## config.mk

```make
export PLATFORM = sky130hd
export DESIGN_NAME = clk_div_int_flat
export DESIGN_NICKNAME = d
export VERILOG_FILES = /design/src/rtl/clk_div_int_if.sv /design/src/rtl/clk_div_int.sv /design/src/flat_wrapper.sv
export SDC_FILE = /design/constraint.sdc
export NUM_CORES = 1
export LEC_CHECK = 0
export CAP_MARGIN = 30
export CORE_MARGIN = 2
export CORE_UTILIZATION = 50
export CTS_BUF_LIST = sky130_fd_sc_hd__clkbuf_8
export DETAILED_ROUTE_END_ITERATION = 7
export PLACE_DENSITY = 0.7
export SLEW_MARGIN = 20
export SYNTH_ARGS = -nofsm -noshare
export SYNTH_HDL_FRONTEND = slang
export SYNTH_SLANG_ARGS = --single-unit
```

## constraint.sdc

```tcl
create_clock -name clk_i -period 6.77 [get_ports clk_i]
set_clock_uncertainty 0.05 [all_clocks]
set_input_delay 0.677 -clock clk_i [delete_from_list [all_inputs] [get_ports clk_i]]
set_output_delay 0.677 -clock clk_i [all_outputs]
set_load 0.01 [all_outputs]
```

## src/rtl/clk_div_int_if.sv

```systemverilog
// Configuration/output bundle of the integer clock divider.
// The register file drives ratio and enable; slow-domain logic takes the
// divided clock and its period strobe.
interface clk_div_int_if #(
    parameter int RATIO_WD = 8
);
    logic                clk_en;
    logic [RATIO_WD-1:0] div_ratio;
    logic                div_clk;
    logic                div_tick;

    // Configuration side: owns ratio/enable, consumes the divided clock.
    modport master (
        output clk_en,
        output div_ratio,
        input  div_clk,
        input  div_tick
    );

    // Divider side.
    modport slave (
        input  clk_en,
        input  div_ratio,
        output div_clk,
        output div_tick
    );
endinterface

```

## src/rtl/clk_div_int.sv

```systemverilog
// Integer clock divider with bypass.
// Divided mode: DIV_CLK/DIV_TICK come straight from flops, H=floor(N/2) high
// cycles then L=N-H low cycles; the ratio is shadowed at each period start so
// a ratio change never produces a runt pulse. Bypass (disabled, or N<2): CLK
// passes through a single mux and the tick is held high; the state machine is
// held in its fresh state so re-enabling starts a clean period.
module clk_div_int #(
    parameter int RATIO_WD = 8
) (
    input  logic         clk_i,
    input  logic         rst_i,
    clk_div_int_if.slave bus
);

    typedef enum logic [1:0] {
        ST_FRESH,   // reset/bypass state; behaves as the last low cycle
        ST_HIGH,
        ST_LOW
    } state_t;

    state_t              state_q;
    logic [RATIO_WD-1:0] cnt_q;
    logic [RATIO_WD-1:0] ns_q;
    logic                div_q;
    logic                tick_q;

    logic                active;
    logic [RATIO_WD-1:0] high_len;
    logic [RATIO_WD-1:0] low_len;
    logic                high_last;
    logic                low_last;

    // Live enable decode; a change here switches the output mux immediately.
    assign active    = bus.clk_en && (bus.div_ratio >= RATIO_WD'(2));

    // Phase lengths from the shadowed ratio (odd N spends the extra cycle low).
    assign high_len  = ns_q >> 1;
    assign low_len   = ns_q - high_len;
    assign high_last = (cnt_q == high_len - RATIO_WD'(1));
    assign low_last  = (cnt_q == low_len - RATIO_WD'(1));

    // Phase state machine; every output-facing bit is registered.
    always_ff @(posedge clk_i) begin
        if (rst_i || !active) begin
            state_q <= ST_FRESH;
            cnt_q   <= '0;
            ns_q    <= '0;
            div_q   <= 1'b0;
            tick_q  <= 1'b0;
        end else begin
            case (state_q)
                ST_HIGH: begin
                    tick_q <= 1'b0;
                    if (high_last) begin
                        state_q <= ST_LOW;
                        cnt_q   <= '0;
                        div_q   <= 1'b0;
                    end else begin
                        cnt_q   <= cnt_q + RATIO_WD'(1);
                    end
                end
                ST_LOW: begin
                    if (low_last) begin
                        // Period boundary: capture the new ratio and rise.
                        state_q <= ST_HIGH;
                        ns_q    <= bus.div_ratio;
                        cnt_q   <= '0;
                        div_q   <= 1'b1;
                        tick_q  <= 1'b1;
                    end else begin
                        cnt_q   <= cnt_q + RATIO_WD'(1);
                        tick_q  <= 1'b0;
                    end
                end
                default: begin
                    // Fresh start: first active edge opens a period at once.
                    state_q <= ST_HIGH;
                    ns_q    <= bus.div_ratio;
                    cnt_q   <= '0;
                    div_q   <= 1'b1;
                    tick_q  <= 1'b1;
                end
            endcase
        end
    end

    // Output mux: the only combinational path to an output is CLK in bypass.
    assign bus.div_clk  = active ? div_q  : clk_i;
    assign bus.div_tick = active ? tick_q : 1'b1;

endmodule

```

## src/flat_wrapper.sv

```systemverilog
// flat-port wrapper written by rule: the top's interface ports become plain ports
module clk_div_int_flat 
#(
    parameter int RATIO_WD = 8
)
  (clk_i, rst_i, bus_clk_en, bus_div_ratio, bus_div_clk, bus_div_tick);
  clk_div_int_if #(.RATIO_WD(RATIO_WD)) bus_i ();
  input  logic clk_i;
  input  logic rst_i;
  input wire logic [$bits(bus_i.clk_en)-1:0] bus_clk_en;
  input wire logic [$bits(bus_i.div_ratio)-1:0] bus_div_ratio;
  output wire logic [$bits(bus_i.div_clk)-1:0] bus_div_clk;
  output wire logic [$bits(bus_i.div_tick)-1:0] bus_div_tick;
  assign bus_i.clk_en = bus_clk_en;
  assign bus_i.div_ratio = bus_div_ratio;
  assign bus_div_clk = bus_i.div_clk;
  assign bus_div_tick = bus_i.div_tick;
  clk_div_int #(.RATIO_WD(RATIO_WD)) u_core (.clk_i(clk_i), .rst_i(rst_i), .bus(bus_i));
endmodule
```

==> flow_summary.json <==
{
  "reg2reg_slack_ns": 3.80,
  "post-place-ws_ns": 2.08,
  "core_mm2": 0.00331,
  "drv_cap": 0,
  "timing.final.hold_violations": 0,
  "first_global_vias": 1398,
  "yosysWarnings": 0,
  "critPathLaunchType": "clock port",
  "synthTopCellsByArea": "dfxtp_1 22%, ha_1 15%, xnor2_1 8.8%",
  "firstDrtPassIters": 4,
  "ioPinCount": 13,
  "overflow": 0,
  "rsz0062_at_grt": "false",
  "grt_first_pass_wirelength_um": 6160,
  "peakVddDrop_v": 0.000190,
  "async_flop_share_pct": 0,
  "drc_errors": 0,
  "initial_core_util_pct": 51.4,
  "gp_congestion": 0.774,
  "p_int_uw": 238,
  "die_w_um": 62.3,
  "crit_path_max_fanout": 2,
  "antenna_found_initial": 0,
  "critPathCaptureType": "primary output",
  "setup_violations": 0,
  "cts_tree": "built",
  "multi_input_area_mm2": 0.00122,
  "via_count": 1348,
  "worst_slew_pin_slew_ns": 0.492,
  "worstPathArrival_ns": 4.24,
  "path_clk_slew_ns": 0.07,
  "finalInstanceArea_mm2": 0.00193,
  "path_cells": "clkbuf_8, clkbuf_8, nand2_1, o21ai_0, clkdlybuf4s50_1",
  "drt_iter0_drc": 45,
  "wl_um": 3410,
  "crit_top_cell": "clkbuf_8",
  "comb_power_share_pct": 24.5,
  "power_density_mw_per_mm2": 175,
  "rows": 21,
  "grt_max_degree": 15,
  "final_core_util_pct": 58.4,
  "fp.dieH_um": 62.3,
  "syn_inst": 188,
  "syn-num-nets": 221,
  "synthFlopType": "dfxtp_1",
  "placed_cell_area_mm2": 0.00184,
  "num_antenna_cells": 0,
  "fin_cells": 248,
  "drive_above_1_share_pct": 12.4,
  "crit_required_ns": 6.04,
  "max-slew-margin-rel_pct": 67.0,
  "fin_setup_tns_ns": 0,
  "synth.avg_cell_area_um2": 9.05,
  "p_seq_share_pct": 35.2,
  "post_cts_buffers": 0,
  "port_buffers": 12,
  "leakage_uw": 0.000767,
  "p_sw_uw": 99.0,
  "pwr-share-clk_pct": 40.3,
  "synth.cell_area_mm2": 0.00170,
  "yosysSeqAreaShare_pct": 22.4,
  "max_stage_delay_ns": 0.50,
  "postCtsHoldBufs": 0,
  "clk_latency_ns": 0.37,
  "layout_setup_ws_ns": 1.80,
  "routed_via_density": 5.44,
  "layout_common_cells": "21 x ha_1, 20 x nand2_1, 19 x dfxtp_1",
  "dpl.hpwl_um": 2640,
  "yosysTopAreaCell": "dfxtp_1",
  "yosys_register_bits": 19,
  "fillers": 301,
  "status": "finished, final reports clean",
  "nNetsFinal": 236,
  "final_common_cell": "ha_1",
  "slew_violations": 0,
  "avgRoutedWirePerCell_um": 13.8,
  "ys_types": 47,
  "slowest_stage": "clkdlybuf4s50_1",
  "cts_resized": 0,
  "critical_path_class": "clk -> out",
  "swShare_pct": 29.4,
  "synth_edf_count": 0,
  "antenna_left": 0,
  "min_path_type": "reg -> reg",
  "fp.dieArea_mm2": 0.00389,
  "area_growth_pct": 13.5,
  "synth_top_area_share_pct": 22.4,
  "dp_cells": 241,
  "grt_util_all_layers_pct": 20.0,
  "regArea_um2": 380
}
sequential cells by signal (all words and copies together), names as in the netlist:
register and cells:
u_core.state_q 2, u_core.ns_q 8, u_core.tick_q 1, u_core.cnt_q 8
cells in the mapped netlist, types with 2 or more instances:
| master | number |
|---|---|
| a21boi_1 | 2 |
| a21oi_1 | 4 |
| and3_1 | 2 |
| buf_2 | 3 |
| dfxtp_1 | 19 |
| ha_1 | 21 |
| inv_1 | 14 |
| mux2i_1 | 8 |
| nand2_1 | 20 |
| nand3_1 | 8 |
| nor2_1 | 9 |
| nor2b_1 | 3 |
| nor4_1 | 2 |
| nor4_2 | 7 |
| o211a_1 | 3 |
| o21ai_0 | 4 |
| xnor2_1 | 17 |
| xor2_1 | 13 |
metrics by stage:
step	power [uW]	hold WS, ns
4_1_cts	339	0.439
3_5_place_dp	213	0.429
3_3_place_gp	209	0.415
5_1_grt	355	0.454
6_report	337	0.438
2_1_floorplan	190	0.392
area by class of cell:
class,count,area share [%]
multi-input combinational,148,63.3
sequential,19,19.7
timing repair buffer,12,6.09
clock buffer,7,4.79
tap,46,2.98
inverter,15,2.91
clock inverter,1,0.259
final timing paths:
check / start / endpoint / depth (start not counted)
max: clk_i / bus_div_clk / 5
max reg2reg: u_core.ns_q[1]$_SDFFE_PP0P_ / u_core.cnt_q[3]$_SDFF_PP0_ / 10
min reg2reg: u_core.ns_q[0]$_SDFFE_PP0P_ / u_core.ns_q[0]$_SDFFE_PP0P_ / 2
min: u_core.ns_q[0]$_SDFFE_PP0P_ / u_core.ns_q[0]$_SDFFE_PP0P_ / 2
critical path, delay by kind of cell:
family                 cells  cell delay, ns
and+or+nand+nor            1            0.04
AOI/OAI and AO/OA          1            0.08
buffers and inverters      3            0.73
metal layers:
layer / part of all wire [%] / up-vias / track usage [%] / wire length, um
met4: 1.3 / 0 / 8.33 / 44
met5: 0 / - / 0 / 0
met3: 2.8 / 6 / 4.17 / 96
met2: 51 / 32 / 35.7 / 1740
met1: 45 / 635 / 23.2 / 1530
li1: - / 675 / - / -
power groups by stage:
stage          logic, uW  clock network (uW)  registers (uW)
6_report            82.5                 136             119
3_5_place_dp        81.6                9.84             121
2_1_floorplan       65.2                4.16             120
4_1_cts             82.7                 138             119
5_1_grt             92.0                 144             119
3_3_place_gp        78.0                9.84             121
logic make-up (layout without fill, tap and decap cells):
| kind of cell | count (synthesis) | after routing | share of synthesized area (%) |
|---|---|---|---|
| fa+ha+maj | 22 | 22 | 16.6 |
| xor+xnor | 30 | 30 | 15.4 |
| buf+inv | 21 | 35 | 5.81 |
| flops | 19 | 19 | 22.4 |
| mux | 8 | 8 | 4.71 |
| simple gates | 62 | 62 | 21.8 |
| compound gates | 26 | 26 | 13.2 |
Power figures use the tool's default switching activity.
